[config.mk]
export PLATFORM = sky130hd
export DESIGN_NAME = adv_mode_sequencer_flat
export DESIGN_NICKNAME = d
export VERILOG_FILES = /design/src/rtl/adv_mode_sequencer_pkg.sv /design/src/rtl/adv_mode_sequencer_if.sv /design/src/rtl/adv_mode_sequencer_lut.sv /design/src/rtl/adv_mode_sequencer.sv /design/src/flat_wrapper.sv
export SDC_FILE = /design/constraint.sdc
export NUM_CORES = 1
export LEC_CHECK = 0
export BUFFER_PORTS_ARGS = -buffer_cell sky130_fd_sc_hd__clkbuf_2
export CAP_MARGIN = 20
export CORE_ASPECT_RATIO = 0.7
export CORE_MARGIN = 4
export CORE_UTILIZATION = 29
export CTS_BUF_LIST = sky130_fd_sc_hd__clkbuf_8
export DETAILED_ROUTE_END_ITERATION = 12
export HOLD_SLACK_MARGIN = 0.08
export PLACE_DENSITY = 0.46
export SYNTH_ARGS = -nofsm -noshare
export SYNTH_HDL_FRONTEND = slang
export SYNTH_SLANG_ARGS = --single-unit
export TNS_END_PERCENT = 30
[constraint.sdc]
create_clock -name clock -period 2.6 [get_ports clock]
set_input_delay 0.13 -clock clock [delete_from_list [all_inputs] [get_ports clock]]
set_output_delay 0.13 -clock clock [all_outputs]
set_load 0.01 [all_outputs]
[src/rtl/adv_mode_sequencer_pkg.sv]
`default_nettype none
// ============================================================================
//  Module      : adv_mode_pkg
//  Description : Shared types and constants for the ADV7513 video-mode
//                sequencer: configuration record, per-mode constants,
//                mode-code enum and sequencer state enum.
//  Revision    : 1.0  initial release
// ============================================================================
package adv_mode_pkg;

    // Active ADV7513 configuration presented to the I2C config engine.
    // pixel_rep holds the repetition factor minus one (2 => x3).
    typedef struct packed {
        logic [11:0] h_active;
        logic [11:0] v_active;
        logic [7:0]  vic;
        logic [1:0]  pixel_rep;
        logic [1:0]  clk_sel;
    } ADV7513Config;

    localparam ADV7513Config ADV7513_CONFIG_1080P  = '{h_active: 12'd1920, v_active: 12'd1080,
                                                       vic: 8'd16, pixel_rep: 2'd0, clk_sel: 2'd0};
    localparam ADV7513Config ADV7513_CONFIG_960P   = '{h_active: 12'd1280, v_active: 12'd960,
                                                       vic: 8'd0,  pixel_rep: 2'd0, clk_sel: 2'd1};
    localparam ADV7513Config ADV7513_CONFIG_480P   = '{h_active: 12'd720,  v_active: 12'd480,
                                                       vic: 8'd2,  pixel_rep: 2'd0, clk_sel: 2'd2};
    localparam ADV7513Config ADV7513_CONFIG_VGA    = '{h_active: 12'd640,  v_active: 12'd480,
                                                       vic: 8'd1,  pixel_rep: 2'd0, clk_sel: 2'd3};
    localparam ADV7513Config ADV7513_CONFIG_240PX3 = '{h_active: 12'd720,  v_active: 12'd240,
                                                       vic: 8'd8,  pixel_rep: 2'd2, clk_sel: 2'd2};

    // Mode codes as they arrive from the command FIFO.
    typedef enum logic [2:0] {
        MODE_1080P  = 3'd0,
        MODE_960P   = 3'd1,
        MODE_480P   = 3'd2,
        MODE_VGA    = 3'd3,
        MODE_240PX3 = 3'd4
    } adv_mode_e;

    // Sequencer states.
    typedef enum logic [2:0] {
        ST_IDLE       = 3'd0,
        ST_FETCH      = 3'd1,
        ST_WAIT_FRAME = 3'd2,
        ST_LOAD       = 3'd3,
        ST_SETTLE     = 3'd4
    } seq_state_e;

endpackage
`default_nettype wire

[src/rtl/adv_mode_sequencer_if.sv]
`default_nettype none
// ============================================================================
//  Module      : adv_mode_sequencer_if
//  Description : Command FIFO read port (show-ahead-less: data is valid the
//                cycle after the read strobe).
//  Revision    : 1.0  initial release
// ============================================================================
interface adv_mode_sequencer_if;
    logic       rdempty;
    logic [7:0] fdata;
    logic       rdreq;

    // Sequencer side
    modport master (input rdempty, input fdata, output rdreq);
    // FIFO side
    modport slave  (output rdempty, output fdata, input rdreq);
endinterface
`default_nettype wire

[src/rtl/adv_mode_sequencer_lut.sv]
`default_nettype none
// ============================================================================
//  Module      : adv_mode_lut
//  Description : Combinational mode-code to ADV7513 configuration lookup.
//                Unknown codes fall back to the 1080p configuration.
//  Revision    : 1.0  initial release
// ============================================================================
module adv_mode_lut
    import adv_mode_pkg::*;
#(
    parameter int CODE_W = 4
) (
    input  logic [CODE_W-1:0] i_code,
    output ADV7513Config      o_cfg
);

    // Pure table decode; default arm covers every out-of-range code
    always_comb begin
        o_cfg = ADV7513_CONFIG_1080P;
        case (i_code)
            CODE_W'(MODE_1080P):  o_cfg = ADV7513_CONFIG_1080P;
            CODE_W'(MODE_960P):   o_cfg = ADV7513_CONFIG_960P;
            CODE_W'(MODE_480P):   o_cfg = ADV7513_CONFIG_480P;
            CODE_W'(MODE_VGA):    o_cfg = ADV7513_CONFIG_VGA;
            CODE_W'(MODE_240PX3): o_cfg = ADV7513_CONFIG_240PX3;
            default:              o_cfg = ADV7513_CONFIG_1080P;
        endcase
    end

endmodule
`default_nettype wire

[src/rtl/adv_mode_sequencer.sv]
`default_nettype none
// ============================================================================
//  Module      : adv_mode_sequencer
//  Description : Reads video-mode codes from a command FIFO, validates them,
//                keeps the latest valid request pending and applies it on a
//                frame boundary when the ADV7513 config engine is idle, then
//                holds off further reads for a settle period.
//  Revision    : 1.0  initial release
// ============================================================================
module adv_mode_sequencer
    import adv_mode_pkg::*;
#(
    parameter int NUM_MODES     = 5,
    parameter int CODE_W        = 4,
    parameter int DEFAULT_MODE  = 0,
    parameter int SETTLE_CYCLES = 16
) (
    input  logic                        clock,
    input  logic                        reset,
    adv_mode_sequencer_if.master        fifo,
    input  logic                        vsync_edge,
    input  logic                        cfg_busy,
    output logic                        cfg_load,
    output ADV7513Config                adv7513Config,
    output logic [CODE_W-1:0]           current_mode,
    output logic [7:0]                  bad_code_count
);

    localparam logic [2:0]        c_ST_IDLE       = ST_IDLE;
    localparam logic [2:0]        c_ST_FETCH      = ST_FETCH;
    localparam logic [2:0]        c_ST_WAIT_FRAME = ST_WAIT_FRAME;
    localparam logic [2:0]        c_ST_LOAD       = ST_LOAD;
    localparam logic [2:0]        c_ST_SETTLE     = ST_SETTLE;
    localparam logic [CODE_W-1:0] c_DEFAULT_CODE  = CODE_W'(DEFAULT_MODE);
    localparam logic [15:0]       c_SETTLE_LAST   = 16'(SETTLE_CYCLES - 1);

    // Elaboration-time parameter sanity
    generate
        if (DEFAULT_MODE < 0 || DEFAULT_MODE >= NUM_MODES) begin : g_bad_default
            $fatal(1, "adv_mode_sequencer: DEFAULT_MODE must be below NUM_MODES");
        end
        if (SETTLE_CYCLES < 1 || SETTLE_CYCLES > 65535) begin : g_bad_settle
            $fatal(1, "adv_mode_sequencer: SETTLE_CYCLES must be 1..65535");
        end
        if (CODE_W < 3 || CODE_W > 8) begin : g_bad_code_w
            $fatal(1, "adv_mode_sequencer: CODE_W must be 3..8");
        end
    endgenerate

    logic [2:0]        r_state;
    logic [2:0]        w_state_nxt;
    logic [CODE_W-1:0] r_pending;
    logic              r_pending_vld;
    logic [15:0]       r_settle_cnt;
    logic              r_cfg_load;
    ADV7513Config      r_cfg;
    logic [CODE_W-1:0] r_mode;
    logic [7:0]        r_bad_cnt;

    logic              w_rdreq;
    logic [CODE_W-1:0] w_code;
    logic              w_code_valid;
    logic              w_enter_load;
    logic [CODE_W-1:0] w_lut_code;
    ADV7513Config      w_lut_cfg;
    logic              w_unused_fdata;

    // Reads only happen from the two states that accept commands; the next
    // state is always FETCH, so strobes can never be back to back.
    assign w_rdreq      = ~fifo.rdempty & ((r_state == c_ST_IDLE) | (r_state == c_ST_WAIT_FRAME));
    assign fifo.rdreq   = w_rdreq;

    // Upper command bits carry no meaning for mode selection
    assign w_code         = fifo.fdata[CODE_W-1:0];
    assign w_unused_fdata = ^fifo.fdata;
    assign w_code_valid   = (32'(w_code) < NUM_MODES);

    assign w_enter_load = (w_state_nxt == c_ST_LOAD);

    // During reset the table is steered to the power-on mode so one LUT
    // serves both reset and frame-aligned loads.
    assign w_lut_code = reset ? c_DEFAULT_CODE : r_pending;

    adv_mode_lut #(
        .CODE_W (CODE_W)
    ) u_lut (
        .i_code (w_lut_code),
        .o_cfg  (w_lut_cfg)
    );

    // Next-state decode; a pending read always wins over a frame boundary
    always_comb begin
        w_state_nxt = r_state;
        case (r_state)
            c_ST_IDLE: begin
                if (!fifo.rdempty) w_state_nxt = c_ST_FETCH;
            end
            c_ST_FETCH: begin
                if (!w_code_valid)
                    w_state_nxt = r_pending_vld ? c_ST_WAIT_FRAME : c_ST_IDLE;
                else if (w_code == r_mode)
                    w_state_nxt = c_ST_IDLE;
                else
                    w_state_nxt = c_ST_WAIT_FRAME;
            end
            c_ST_WAIT_FRAME: begin
                if (!fifo.rdempty)
                    w_state_nxt = c_ST_FETCH;
                else if (vsync_edge && !cfg_busy)
                    w_state_nxt = c_ST_LOAD;
            end
            c_ST_LOAD: begin
                w_state_nxt = c_ST_SETTLE;
            end
            c_ST_SETTLE: begin
                if (r_settle_cnt == 16'd0) w_state_nxt = c_ST_IDLE;
            end
            default: begin
                w_state_nxt = c_ST_IDLE;
            end
        endcase
    end

    // State register
    always_ff @(posedge clock) begin
        if (reset) r_state <= c_ST_IDLE;
        else       r_state <= w_state_nxt;
    end

    // Pending request: last valid code wins, a code matching the active mode cancels
    always_ff @(posedge clock) begin
        if (reset) begin
            r_pending     <= '0;
            r_pending_vld <= 1'b0;
        end else if (w_enter_load) begin
            r_pending_vld <= 1'b0;
        end else if (r_state == c_ST_FETCH && w_code_valid) begin
            if (w_code == r_mode) begin
                r_pending_vld <= 1'b0;
            end else begin
                r_pending     <= w_code;
                r_pending_vld <= 1'b1;
            end
        end
    end

    // Active configuration changes only on the edge that enters LOAD, with the load strobe
    always_ff @(posedge clock) begin
        if (reset) begin
            r_cfg      <= w_lut_cfg;
            r_mode     <= c_DEFAULT_CODE;
            r_cfg_load <= 1'b0;
        end else begin
            r_cfg_load <= w_enter_load;
            if (w_enter_load) begin
                r_cfg  <= w_lut_cfg;
                r_mode <= r_pending;
            end
        end
    end

    // Settle hold-off: loaded while in LOAD so SETTLE lasts exactly SETTLE_CYCLES
    always_ff @(posedge clock) begin
        if (reset)
            r_settle_cnt <= 16'd0;
        else if (r_state == c_ST_LOAD)
            r_settle_cnt <= c_SETTLE_LAST;
        else if (r_state == c_ST_SETTLE && r_settle_cnt != 16'd0)
            r_settle_cnt <= r_settle_cnt - 16'd1;
    end

    // Saturating count of rejected codes
    always_ff @(posedge clock) begin
        if (reset)
            r_bad_cnt <= 8'd0;
        else if (r_state == c_ST_FETCH && !w_code_valid && r_bad_cnt != 8'hFF)
            r_bad_cnt <= r_bad_cnt + 8'd1;
    end

    assign cfg_load       = r_cfg_load;
    assign adv7513Config  = r_cfg;
    assign current_mode   = r_mode;
    assign bad_code_count = r_bad_cnt;

endmodule
`default_nettype wire

[src/flat_wrapper.sv]
// flat-port wrapper written by rule: the top's interface ports become plain ports
module adv_mode_sequencer_flat import adv_mode_pkg::*;
#(
    parameter int NUM_MODES     = 5,
    parameter int CODE_W        = 4,
    parameter int DEFAULT_MODE  = 0,
    parameter int SETTLE_CYCLES = 16
)
  (clock, reset, vsync_edge, cfg_busy, cfg_load, adv7513Config, current_mode, bad_code_count, fifo_rdempty, fifo_fdata, fifo_rdreq);
  adv_mode_sequencer_if fifo_i ();
  input  logic clock;
  input  logic reset;
  input  logic vsync_edge;
  input  logic cfg_busy;
  output logic cfg_load;
  output ADV7513Config adv7513Config;
  output logic [CODE_W-1:0] current_mode;
  output logic [7:0] bad_code_count;
  input wire logic [$bits(fifo_i.rdempty)-1:0] fifo_rdempty;
  input wire logic [$bits(fifo_i.fdata)-1:0] fifo_fdata;
  output wire logic [$bits(fifo_i.rdreq)-1:0] fifo_rdreq;
  assign fifo_i.rdempty = fifo_rdempty;
  assign fifo_i.fdata = fifo_fdata;
  assign fifo_rdreq = fifo_i.rdreq;
  adv_mode_sequencer #(.NUM_MODES(NUM_MODES), .CODE_W(CODE_W), .DEFAULT_MODE(DEFAULT_MODE), .SETTLE_CYCLES(SETTLE_CYCLES)) u_core (.clock(clock), .reset(reset), .fifo(fifo_i), .vsync_edge(vsync_edge), .cfg_busy(cfg_busy), .cfg_load(cfg_load), .adv7513Config(adv7513Config), .current_mode(current_mode), .bad_code_count(bad_code_count));
endmodule
* Yosys cells after proc, flatten, opt, wreduce, memory -nomap -nowiden
Cells that the tools add are included.
** Cells by class
- Add/sub/neg operators :: 2
- Order comparisons :: 1
- Equality and inequality tests :: 11
- Mux-type cells :: 15
- Bitwise gates (word level) :: 5
- Reduce and logical (&&, ||, !) cells :: 15
** Operators with widths (count)
- 35-bit one-hot mux with 4 select lines :: 1
- 36-bit 2-to-1 mux :: 2
- 16-bit zero test :: 1
- 16-bit nonzero test :: 1
- 16-bit by 1-bit subtractor with 16-bit output (second input constant) :: 1
- 3-bit 2-to-1 mux :: 5
- 3-bit one-hot mux with 5 select lines :: 1
- 4-bit 2-to-1 mux :: 3
- 3-bit by 2-bit == test with 1-bit output (second input constant) :: 3
- 8-bit by 1-bit adder with 8-bit output (second input constant) :: 1
- 4-bit by 2-bit == test with 1-bit output (second input constant) :: 2
- 8-bit != test (second input constant) :: 1
- 1-bit logical AND :: 5
- 4-bit by 1-bit == test with 1-bit output (second input constant) :: 1
- 4-bit by 3-bit == test with 1-bit output (second input constant) :: 1
- 4-bit == test :: 1
- 4-bit by 3-bit < comparator with 1-bit output (second input constant) :: 1
- 2-bit 2-to-1 mux :: 2
- 2-bit nonzero test :: 2
- 2-bit OR reduction :: 2
- 3-bit by 1-bit == test with 1-bit output (second input constant) :: 1
- 3-bit == test (second input constant) :: 1
- 3-bit zero test :: 1
- 1-bit NOT :: 3
- 5 further kinds :: 6
** Word-level totals
- Register bits :: 73
- Input port bits :: 13
- Output and inout port bits :: 50
- Word-level logic and storage cells :: 62

* Longest topological paths before layout
- Depth after elaboration :: 8
- Gate-level depth with buffers :: 8
- Gate-level depth less buffers :: 7

* By module
From an unflattened synthesis, not the netlist that was laid out.
** Second synthesis, totals
- Cell total of the unflattened synthesis :: 278
- Area, all modules :: 3229.3 µm²
** By module, submodules not included
- adv_mode_sequencer :: times used 1, cells an instance 234, area each 2921.6 µm², sequential area each 1821.7 µm²
- adv_mode_lut :: times used 1, cells an instance 44, area each 307.8 µm², sequential area each 0.0 µm²

* Worst setup path before layout
No wires, ideal clock.
- Path kind :: flip-flop to flip-flop
- From :: reg u_core.r_state[2]
- To :: reg u_core.r_cfg (netlist bit u_core.adv7513Config[0]) (enable)
- Library setup time :: 0.365 ns
- Arrival :: 1.752 ns
- Required time :: 2.235 ns
- Path slack :: 0.483 ns
- Cell stages (with the launch flop) :: 8
- Buffers on the path :: 2
- Period minus slack after synthesis :: 2.117 ns
- Path through :: dfxtp_1 -> buf_2 -> nor3b_2 -> inv_2 -> or3_1 -> buf_6 -> a21o_1 -> nand2b_1
** On the way
- Word-level cells in the longest chain between the ends :: 5
- Elaborated cells on any way between the ends :: 12
- Those cells by class :: eq/ne (5); mux (5); reduce/logical (2)
** Ends and longest elaborated chain
- from (decl) :: line adv_mode_sequencer.sv:50 : logic [2:0] r_state;
- from (signal assigned) :: line adv_mode_sequencer.sv:126 : if (reset) r_state <= c_ST_IDLE;
- from (signal assigned) :: line adv_mode_sequencer.sv:127 : else r_state <= w_state_nxt;
- 3-bit 2-to-1 mux :: line adv_mode_sequencer.sv:109 : else if (vsync_edge && !cfg_busy)
- 3-bit 2-to-1 mux :: line adv_mode_sequencer.sv:107 : if (!fifo.rdempty)
- 3-bit one-hot mux with 5 select lines (*) :: line adv_mode_sequencer.sv:94 : case (r_state)
- 3-bit by 2-bit == test with 1-bit output (*) :: line adv_mode_sequencer.sv:78 : assign w_enter_load = (w_state_nxt == c_ST_LOAD);
- 2-bit nonzero test (no source line) (*)
- to (signal assigned) :: line adv_mode_sequencer.sv:150 : r_cfg <= w_lut_cfg;
- to (signal assigned) :: line adv_mode_sequencer.sv:156 : r_cfg <= w_lut_cfg;
- to (decl) :: line adv_mode_sequencer.sv:56 : ADV7513Config r_cfg;
Mark *: on every way between the ends. The rest lies on a longest branch, timed or not.
A chain may end at the register's enable or synchronous reset.

* Worst setup path in the final report
- From :: reg u_core.r_state[0]
- To :: reg u_core.r_cfg (netlist bit u_core.adv7513Config[1]) (enable)
The elaborated chain is that of the path after synthesis.

==> summary.md <==
| Metric | Value |
|---|---|
| Critical path fanouts, max | `13` |
| Clock sinks | `50` |
| Critical path's slowest cell | `or3_1` |
| DRC Markers | `0` |
| Drt via density | `4.44` |
| Io pins | `63` |
| Seq/Total Area, Yosys | `46.1%` |
| Initial antenna violation count | `0` |
| Post-Syn Area | `between 0.002 and 0.0025 mm^2` |
| Req. time, crit path | `2.60 ns` |
| Syn-to-layout area delta | `11.6%` |
| Hold path depth | `3` |
| Global-route wire length before repair | `7970 um` |
| HPWL Detailed | `3540 um` |
| Gr usage total | `9.61%` |
| WS Path Type | `flop to flop` |
| Area contributors post-synth | `dfxtp_1, edfxtp_1, buf_4, xnor2_1, nor2_1` |
| Sequential Power Share | `between 60 and 70%` |
| Post-CTS resize count | `0` |
| Power Internal | `0.00103 W` |
| CTS H-tree depth | `2` |
| Post-synth EDFFs | `13` |
| Iter 0 DRT Violations | `52` |
| Met2 usage | `13.2%` |
| Crit path from | `u_core.r_state[0]` |
| Commonest non-fill, non-tap cell in the layout | `clkbuf_2` |
| GR met1 Demand/Resource | `14.3%` |
| Inserted Clock Buffers | `5` |
| Final nets | `304` |
| Synth area leader | `dfxtp_1` |
| IO Port Bufs | `43` |
| Count of cell types in the netlist | `slightly below 50` |
| Wire length per cell | `12.2 um` |
| CTS tree | `built` |
| CP max stage delay | `roughly 0.50 ns` |
| Post-route minimum period | `roughly 2.2 ns` |
| M3 GR Usage | `approximately 2.9%` |
| Reg2reg path depth | `6` |
| Layout fillers | `869` |
| Skew final | `0.00371 ns` |
| Largest net degree at the start of global routing | `32` |
| FF-to-FF Start | `u_core.r_state[0]` |
| WHS Endpoint | `u_core.r_pending[1]` |
| Worst hold slack | `0.0907 ns` |
| Total Neg Setup Slack | `0 ns` |
| Fin cells | `390` |
| Max Clk Rate | `456 MHz` |
| Crit path launch type | `flop` |
| Clk pwr share | `31.6%` |
| Ys Warns | `0` |
| Ys flop type | `dfxtp_1` |
| Width of the die | `118 um` |
| Asr flop ratio synth | `0%` |
| Final setup viols | `0` |
| Max-slew violation count | `0` |
| Fraction of layout cells with a size suffix above 1 | `~22%` |
| Final wirelength | `4770 um` |
| GPL Wtd Cong | `0.699` |
| Max Cap Viol | `0` |
| Worst hold path type | `primary input to flop` |
| Top cell type's share of synthesized area | `30.2%` |
| Fin crit share | `84.3%` |
| Die Footprint | `0.0100 mm^2` |
| Worst Setup End Kind | `flop` |
| Final hold vios | `0` |
| Dpl cells | `381` |
| Grt peak-use layer | `met1` |
| Clock buffer depth | `2` |
| Sw power | `approximately 0.00032 W` |
| Seq cells post-synth | `50` |
| Comb power frac | `7.7%` |
| Total global routing overflow | `0` |
| Drt first pass iters | `4` |
| Root buffer cell | `clkbuf_8` |
| Diode count | `0` |
| Critical Path, Cell by Cell | `nor3b_2 -> inv_2 -> or3_1 -> a21o_1 -> nand2b_1 -> buf_4` |
| Vias in the first global route | `1617` |
| Setup repair bufs after CTS | `0` |
| Via count | `1730` |
| Mean Syn Cell Area | `9.75 um^2` |
| Status | `finished, final reports clean` |
| Switching share of total power | `around a quarter` |
| Leakage power | `around 1.1 nW` |
| Max-slew headroom | `54.7%` |
| RSZ-0062 raised after global routing | `no` |
| Critical R2R Capture | `u_core.adv7513Config[1]` |
| Overall Power | `0.00135 W` |
| Clock Latency Late Sink | `0.30 ns` |
| Cell count after synthesis | `252` |
| Most frequent cells in the layout | `clkbuf_2, dfxtp_1, nor2_1` |
| Worst-path clk slew | `0.09 ns` |
| Chip height | `85.0 um` |
| Post-CTS Hold Fix Bufs | `1` |
| Register-to-register setup slack | `0.41 ns` |
| Routed Antenna Nets | `0` |
| Initial Util | `30.5%` |
| Core footprint | `0.00804 mm^2` |
| Hold wc startpoint | `fifo_fdata[1]` |
| Slew @ Worst Pin | `~0.67 ns` |
| Maximum vdd drop | `0.167 mV` |
| Row count | `27` |
| CP arrival | `2.19 ns` |
| PD cells | `approximately 490 mW/mm^2` |
==> state kept, by name, indices dropped and copies added (netlist names) <==
register / flops
u_core.bad_code_count: 8
u_core.r_state: 3
u_core.adv7513Config: 13
u_core.r_pending_vld: 1
u_core.r_pending: 4
u_core.r_settle_cnt: 16
u_core.cfg_load: 1
u_core.current_mode: 4
==> worst max-delay path: cells and delay by family (launching register included) <==
kind	cells	cell delay (ns)
buffers and inverters	2	0.27
AOI/OAI and AO/OA	1	0.25
DFF	1	0.46
and+or+nand+nor	3	0.91
==> through the flow <==
| step | util [%] | instance area [um^2] | setup WS, ns |
|---|---|---|---|
| 2_1_floorplan | - | 2510 | 0.483 |
| 3_3_place_gp | 32.9 | 2650 | 0.442 |
| 3_5_place_dp | 32.9 | 2650 | 0.420 |
| 4_1_cts | 34.1 | 2740 | 0.383 |
| 5_1_grt | 34.1 | 2740 | 0.215 |
| 6_report | 34.1 | 2740 | 0.408 |
==> worst max-delay path by stage <==
stage / slack [ns] / to / cells past startpoint
2_1_floorplan: 0.48 / u_core.adv7513Config[0] / 7
3_3_place_gp: 0.44 / u_core.adv7513Config[15] / 6
3_5_place_dp: 0.42 / u_core.adv7513Config[15] / 6
4_1_cts: 0.38 / u_core.adv7513Config[15] / 6
5_1_grt: 0.22 / u_core.adv7513Config[21] / 6
6_report: 0.41 / u_core.adv7513Config[1] / 6
==> Yosys cell counts, types with 5 or more instances <==
cell,number
a211oi_1,5
a21oi_1,10
buf_4,24
dfxtp_1,37
edfxtp_1,13
inv_1,9
mux2i_1,6
nand2_1,13
nand2b_1,12
nand3_1,5
nor2_1,26
nor3_1,11
xnor2_1,12
xor2_1,10
==> power by group through the flow <==
| stage | Combinational, W | Clock [W] | Sequential, W |
|---|---|---|---|
| floorplan | 0.0000841 | 0 | 0.000844 |
| global placement | 0.000104 | 0 | 0.000840 |
| detailed placement | 0.000104 | 0 | 0.000841 |
| CTS | 0.000105 | 0.000464 | 0.000823 |
| global route | 0.000116 | 0.000485 | 0.000825 |
| finish | 0.000104 | 0.000428 | 0.000822 |
==> kinds of logic (layout without fill, tap and decap cells) <==
| group | Yosys count | after routing | share of synthesized area, % |
|---|---|---|---|
| and+or+nand+nor | 98 | 98 | 22.3 |
| DFF | 50 | 50 | 46.1 |
| buffers and inverters | 41 | 64 | 10.3 |
| AOI/OAI and AO/OA | 30 | 30 | 8.71 |
| xor gates and xnor gates | 22 | 22 | 7.84 |
| muxes | 7 | 7 | 3.06 |
| adders and majority gates | 3 | 3 | 1.53 |
| other | 1 | 15 | 0.153 |
==> metal layers <==
metal,part of all wire [%],vias to the layer above
met5,0,-
met2,40,44
li1,-,905
met4,0.42,0
met3,5.4,4
met1,54,777
==> final cells by class <==
cell class | instances | area (um^2) | area share [%]
clock buffer | 5 | 68.8 | 2.51
tap | 101 | 126 | 4.61
inverter | 10 | 37.5 | 1.37
multi-input combinational | 175 | 1120 | 41.0
sequential | 50 | 1130 | 41.3
timing repair buffer | 46 | 240 | 8.77
clock inverter | 3 | 12.5 | 0.457
(Power assumes the default switching activity.)
